## config.mk

```make
export PLATFORM = sky130hd
export DESIGN_NAME = tlk2711_rd_arb
export DESIGN_NICKNAME = d
export VERILOG_FILES = /design/src/rtl/tlk2711_pkg.sv /design/src/rtl/tlk2711_rr_pick.sv /design/src/rtl/tlk2711_rd_arb.sv
export SDC_FILE = /design/constraint.sdc
export NUM_CORES = 1
export LEC_CHECK = 0
export CAP_MARGIN = 30
export CORE_ASPECT_RATIO = 0.6
export CORE_MARGIN = 10
export CORE_UTILIZATION = 32
export DETAILED_ROUTE_END_ITERATION = 12
export PLACE_DENSITY_LB_ADDON = 0.12
export SETUP_SLACK_MARGIN = 0.2
export SLEW_MARGIN = 20
export SYNTH_ARGS = -nofsm -noshare
export SYNTH_HDL_FRONTEND = slang
export SYNTH_SLANG_ARGS = --single-unit
```

## constraint.sdc

```tcl
create_clock -name clk -period 2.3 [get_ports clk]
set_clock_uncertainty 0.15 [all_clocks]
set_input_delay 0.23 -clock clk [delete_from_list [all_inputs] [get_ports clk]]
set_output_delay 0.23 -clock clk [all_outputs]
set_load 0.02 [all_outputs]
```

## src/rtl/tlk2711_pkg.sv

```systemverilog
// Shared types and command-word layout for the TLK2711 DMA read arbiter.
// A command word is {len, addr}; addr occupies the low ADDR_WIDTH bits.
package tlk2711_pkg;

    typedef enum logic [1:0] {
        IDLE = 2'd0,
        CMD  = 2'd1,
        DATA = 2'd2
    } arb_state_t;

    function automatic int cmd_width(input int addr_w, input int dlen_w);
        return addr_w + dlen_w;
    endfunction

    function automatic int addr_lsb();
        return 0;
    endfunction

    function automatic int len_lsb(input int addr_w);
        return addr_w;
    endfunction

    // Width of a requester index for the supported 2..4 requesters
    function automatic int ptr_width(input int n);
        return (n > 2) ? 2 : 1;
    endfunction

endpackage

```

## src/rtl/tlk2711_rr_pick.sv

```systemverilog
// Combinational round-robin pick: first set request found searching upward
// from ptr+1 with wrap-around.
module tlk2711_rr_pick
    import tlk2711_pkg::*;
#(
    parameter int N  = 2,
    parameter int PW = ptr_width(N)
) (
    input  logic [N-1:0]  req,
    input  logic [PW-1:0] ptr,
    output logic [N-1:0]  win,
    output logic [PW-1:0] win_idx,
    output logic          win_valid
);

    always_comb begin
        logic [PW-1:0] k;
        win       = '0;
        win_idx   = '0;
        win_valid = 1'b0;
        k         = ptr;
        for (int i = 0; i < N; i++) begin
            k = (k == PW'(N - 1)) ? '0 : k + 1'b1;
            if (!win_valid && req[k]) begin
                win_valid = 1'b1;
                win[k]    = 1'b1;
                win_idx   = k;
            end
        end
    end

endmodule

```

## src/rtl/tlk2711_rd_arb.sv

```systemverilog
// DMA read-channel arbiter: round-robin grants one requester, issues its
// command, then routes the read stream to it until the last beat.
//
//   state | meaning
//   IDLE  | no owner; stream drained as stray; arbitrate on any request
//   CMD   | command presented on the read command channel, awaiting ack
//   DATA  | read stream routed to the granted requester until last beat
module tlk2711_rd_arb
    import tlk2711_pkg::*;
#(
    parameter int NUM_REQ    = 2,
    parameter int ADDR_WIDTH = 48,
    parameter int DLEN_WIDTH = 16,
    parameter int DATA_WIDTH = 64
) (
    input  logic                                        clk,
    input  logic                                        rst_n,
    input  logic                                        i_soft_rst,
    input  logic [NUM_REQ-1:0]                          i_req,
    output logic [NUM_REQ-1:0]                          o_ack,
    input  logic [NUM_REQ*(DLEN_WIDTH+ADDR_WIDTH)-1:0]  i_cmd_data,
    output logic                                        o_rd_cmd_req,
    output logic [DLEN_WIDTH+ADDR_WIDTH-1:0]            o_rd_cmd_data,
    input  logic                                        i_rd_cmd_ack,
    input  logic                                        i_dma_rd_valid,
    input  logic                                        i_dma_rd_last,
    input  logic [DATA_WIDTH-1:0]                       i_dma_rd_data,
    output logic                                        o_dma_rd_ready,
    output logic [NUM_REQ-1:0]                          o_rd_valid,
    output logic [NUM_REQ-1:0]                          o_rd_last,
    output logic [DATA_WIDTH-1:0]                       o_rd_data,
    input  logic [NUM_REQ-1:0]                          i_rd_ready,
    output logic [NUM_REQ-1:0]                          o_grant,
    output logic                                        o_busy,
    output logic                                        o_err_stray
);

    localparam int CW  = cmd_width(ADDR_WIDTH, DLEN_WIDTH);
    localparam int PW  = ptr_width(NUM_REQ);
    localparam int LSB = len_lsb(ADDR_WIDTH);

    arb_state_t        state, state_nxt;
    logic [PW-1:0]     ptr, gidx;
    logic [NUM_REQ-1:0] pick_win;
    logic [PW-1:0]     pick_idx;
    logic              pick_valid;
    logic              take, cmd_done, beat_last, stray;
    logic [DLEN_WIDTH-1:0] cmd_len;

    tlk2711_rr_pick #(.N(NUM_REQ), .PW(PW)) u_pick (
        .req       (i_req),
        .ptr       (ptr),
        .win       (pick_win),
        .win_idx   (pick_idx),
        .win_valid (pick_valid)
    );

    assign cmd_len   = o_rd_cmd_data[LSB +: DLEN_WIDTH];
    assign o_rd_data = i_dma_rd_data;
    assign o_busy    = (state != IDLE);
    assign stray     = i_dma_rd_valid && (state != DATA);

    always_ff @(posedge clk or negedge rst_n) begin
        if (!rst_n) state <= IDLE;
        else        state <= state_nxt;
    end

    // Arbitration waits while o_ack is still pulsing so a zero-length
    // requester that has not yet seen its ack is not granted twice.
    always_comb begin
        state_nxt      = state;
        take           = 1'b0;
        cmd_done       = 1'b0;
        beat_last      = 1'b0;
        o_dma_rd_ready = 1'b1;
        o_rd_valid     = '0;
        o_rd_last      = '0;
        case (state)
            IDLE: begin
                if (pick_valid && (o_ack == '0)) begin
                    take      = 1'b1;
                    state_nxt = CMD;
                end
            end
            CMD: begin
                if (i_rd_cmd_ack) begin
                    cmd_done  = 1'b1;
                    state_nxt = (cmd_len == '0) ? IDLE : DATA;
                end
            end
            DATA: begin
                o_dma_rd_ready   = i_rd_ready[gidx];
                o_rd_valid[gidx] = i_dma_rd_valid;
                o_rd_last[gidx]  = i_dma_rd_last;
                if (i_dma_rd_valid && i_rd_ready[gidx] && i_dma_rd_last) begin
                    beat_last = 1'b1;
                    state_nxt = IDLE;
                end
            end
            default: state_nxt = IDLE;
        endcase
        if (i_soft_rst) state_nxt = IDLE;
    end

    always_ff @(posedge clk or negedge rst_n) begin
        if (!rst_n) begin
            ptr           <= PW'(NUM_REQ - 1);
            gidx          <= '0;
            o_grant       <= '0;
            o_ack         <= '0;
            o_rd_cmd_req  <= 1'b0;
            o_rd_cmd_data <= '0;
            o_err_stray   <= 1'b0;
        end else if (i_soft_rst) begin
            ptr          <= PW'(NUM_REQ - 1);
            o_grant      <= '0;
            o_ack        <= '0;
            o_rd_cmd_req <= 1'b0;
            o_err_stray  <= 1'b0;
        end else begin
            o_ack <= '0;
            if (stray) o_err_stray <= 1'b1;
            if (take) begin
                o_rd_cmd_data <= i_cmd_data[pick_idx*CW +: CW];
                o_grant       <= pick_win;
                gidx          <= pick_idx;
                o_rd_cmd_req  <= 1'b1;
            end
            if (cmd_done) begin
                o_rd_cmd_req <= 1'b0;
                o_ack        <= o_grant;
                if (cmd_len == '0) begin
                    o_grant <= '0;
                    ptr     <= gidx;
                end
            end
            if (beat_last) begin
                o_grant <= '0;
                ptr     <= gidx;
            end
        end
    end

endmodule
```

==> impl_metrics.py <==
metrics = {
    "run_status": {
        "status": "completed",
    },
    "cts": {
        "cts-buffers-inserted": 9,
        "cts_sinks": 74,
        "cts_tree": "yes",
        "clock-root-buffer": "clkbuf_16",
        "htreeDepth": 3,
        "clkSlewWorstSetupHoldPaths_ns": 0.06,
        "cts.path.max_buffers": 2,
        "clock_latency_ns": 0.33,
    },
    "detailed_routing": {
        "first_pass_iters": 4,
        "ant_nets": 0,
        "dr_wl_met2_microns": 5770,
        "dr_total_vias": 3325,
        "routed_wl_microns": 13500,
        "top_layer_used": "met4",
        "first_iter_violations": 129,
        "viasPerCell": 4.60,
        "wl_per_cell_microns": 18.7,
        "routed-wl-met3_microns": 2130,
        "drc": 0,
        "wl_met1_microns": 5520,
    },
    "sta": {
        "clock.fmax_mhz": 490,
        "grt_setup_unrepaired": "yes",
        "finalSetupViolCount": 0,
        "hold_viol": 0,
        "finalMaxSlewViolations": 0,
        "setup_ws_ns": 0.258,
        "setup_tns_ns": 0,
        "post-route-period-util_pct": 88.8,
        "worst_slew_pin_slew_ns": 0.521,
        "slew_headroom_pct": 65.3,
        "timing.hold.ws_ns": 0.258,
        "period_needed_ns": 2.04,
    },
    "critical_path": {
        "cp.arrival_ns": 2.10,
        "start_kind": "flip-flop",
        "slowest_delay_ns": 0.61,
        "crit_path_top_delay_cell": "or4b_4",
        "critical_path.cell_chain": "nor2_2 > inv_2 > or4b_4 > buf_4 > mux2_4",
        "critPathMaxFanout": 5,
        "endpoint_kind": "flip-flop",
        "critical_path_required_ns": 2.36,
        "cpLargestDelayFamily": "simple AND/OR/NAND/NOR gates",
        "worstSetupPathType": "flip-flop to flip-flop",
        "path_buf_inv": 2,
    },
    "pwr": {
        "ir_drop_mv": 0.317,
        "leakage_nw": 2.60,
        "power_density_nw_per_um2": 804,
    },
    "global_route": {
        "grt_max_degree": 79,
        "grt_usage_pct": 15.2,
        "grt_first_pass_wirelength_microns": 20700,
        "grt_pass1_vias": 3615,
        "antenna_found_initial": 0,
        "grt_overflow_total": 0,
    },
    "flow_run": {
        "cap_violations": 0,
    },
    "floorplan": {
        "die_w_microns": 163,
        "die_h_microns": 106,
        "rows": 31,
        "core_area_sq_um": 12100,
        "num_io_pins": 342,
        "start_util_pct": 32.7,
        "die_area_sq_um": 17300,
    },
    "finish": {
        "antennaDiodeCount": 0,
        "nNetsFinal": 755,
        "drive_gt1_share_pct": 7.89,
        "area_growth_pct": 57.5,
    },
    "synth": {
        "synth-seq-cells": 74,
        "synth_warnings": 0,
        "ys_types": 35,
        "mappedNetlistNets": 603,
        "ys_seq_area_share_pct": 47.0,
        "synth_area_sq_um": 3950,
        "syn_inst": 401,
        "syn_area_per_cell_sq_um": 9.84,
    },
    "placed_design": {
        "place.gp.congestion": 0.813,
        "numPortBuffers": 213,
        "dp_slack_ns": 0.166,
        "place_hpwl_microns": 10900,
    },
    "hold_path": {
        "hp-class": "input pin to async pin",
    },
}
flip-flops by register name, indices dropped and copies added, names as in the netlist:
name and count:
o_rd_cmd_req 1, o_ack 2, gidx 1, o_err_stray 1, o_rd_cmd_data 64, o_grant 2, state 2, ptr 1
cells in the mapped netlist, drive strengths merged:
cell / count / area (sq um)
or4b: 1 / 13.8
mux2i: 65 / 651
o31ai: 1 / 7.51
a41oi: 1 / 8.76
a21oi: 4 / 20.0
nand4: 1 / 6.26
nand3b: 1 / 7.51
nor2b: 1 / 6.26
nand2: 68 / 255
and2: 2 / 12.5
nor3: 2 / 10.0
mux2: 2 / 26.3
o2111ai: 1 / 8.76
dfstp: 1 / 26.3
a22oi: 1 / 7.51
or3b: 1 / 8.76
nor4: 5 / 31.3
buf: 72 / 533
or4bb: 1 / 11.3
clkbuf: 13 / 48.8
dfrtp: 73 / 1830
nor2: 9 / 36.3
nand3: 1 / 5.00
inv: 5 / 18.8
a211oi: 1 / 7.51
o221a: 1 / 11.3
or2: 1 / 6.26
o21ai: 64 / 320
and3: 2 / 12.5
through the flow:
step,utilization [%],total power [mW],std cells,area [sq um]
after detailed placement,48.6,3.61,704,5860
after global routing,51.5,5.29,723,6210
after floorplan,-,2.69,401,3950
after CTS,51.2,5.06,721,6170
final,51.5,4.99,723,6210
after global placement,48.6,3.58,704,5860
layer usage:
layer	track usage [%]	up-vias
li1	-	1610
met1	17.7	1507
met2	21.8	197
met3	11.2	11
met4	3.46	0
met5	0	-
what timing repair did:
item,CTS,global route
gates resized for setup,6,11
endpoints found under the setup margin,6,46
setup buffers,0,2
hold buffers,1,0
pin swaps,0,1
endpoints found under the hold margin,37,0
cell type report:
class,count,area [sq um]
multi-input combinational,237,1520
clock buffer,12,256
sequential,74,1860
timing repair buffer,226,2300
tap,165,206
fill,1076,5850
inverter,5,18.8
clock inverter,4,50.0
cells by family after synthesis:
| family | count (synthesis) | share of synthesized area [%] |
|---|---|---|
| multiplexers | 67 | 17.2 |
| AND/OR/NAND/NOR | 96 | 10.7 |
| flip-flops | 74 | 47.0 |
| buffers and inverters | 90 | 15.2 |
| AO/OA/AOI/OAI | 74 | 9.93 |
cell usage in the layout, fill, tap and decap left out, drive strengths merged, types with 3 or more instances in the layout:
cell,Yosys,routed
a21oi,4,4
buf,72,13
clkbuf,13,13
clkdlybuf4s50,0,207
dfrtp,73,73
dlygate4sd2,0,3
inv,5,5
mux2i,65,65
nand2,68,68
nor2,9,9
nor4,5,5
o21ai,64,64
final timing paths:
check / from / end / slack (ns) / depth (start not counted)
setup / recovery: state[1] / gidx / 0.26 / 5
hold / removal: rst_n / o_rd_cmd_data[46] / 0.26 / 2
setup reg to reg: state[1] / gidx / 0.26 / 5
hold reg to reg: o_rd_cmd_data[22] / o_rd_cmd_data[22] / 0.33 / 2
max in group asynchronous: rst_n / o_rd_cmd_data[26] / 1.15 / 3
min in group clk: i_dma_rd_data[32] / o_rd_data[32] / 0.31 / 0
power breakdown:
part / internal, mW / total (mW) / leakage, nW / switching (mW)
clock: 0.897 / 1.42 / 0.145 / 0.527
combinational: 0.906 / 1.78 / 1.54 / 0.875
sequential: 1.59 / 1.79 / 0.918 / 0.197
total: 3.39 / 4.99 / 2.60 / 1.60
Power figures use the tool's default switching activity.
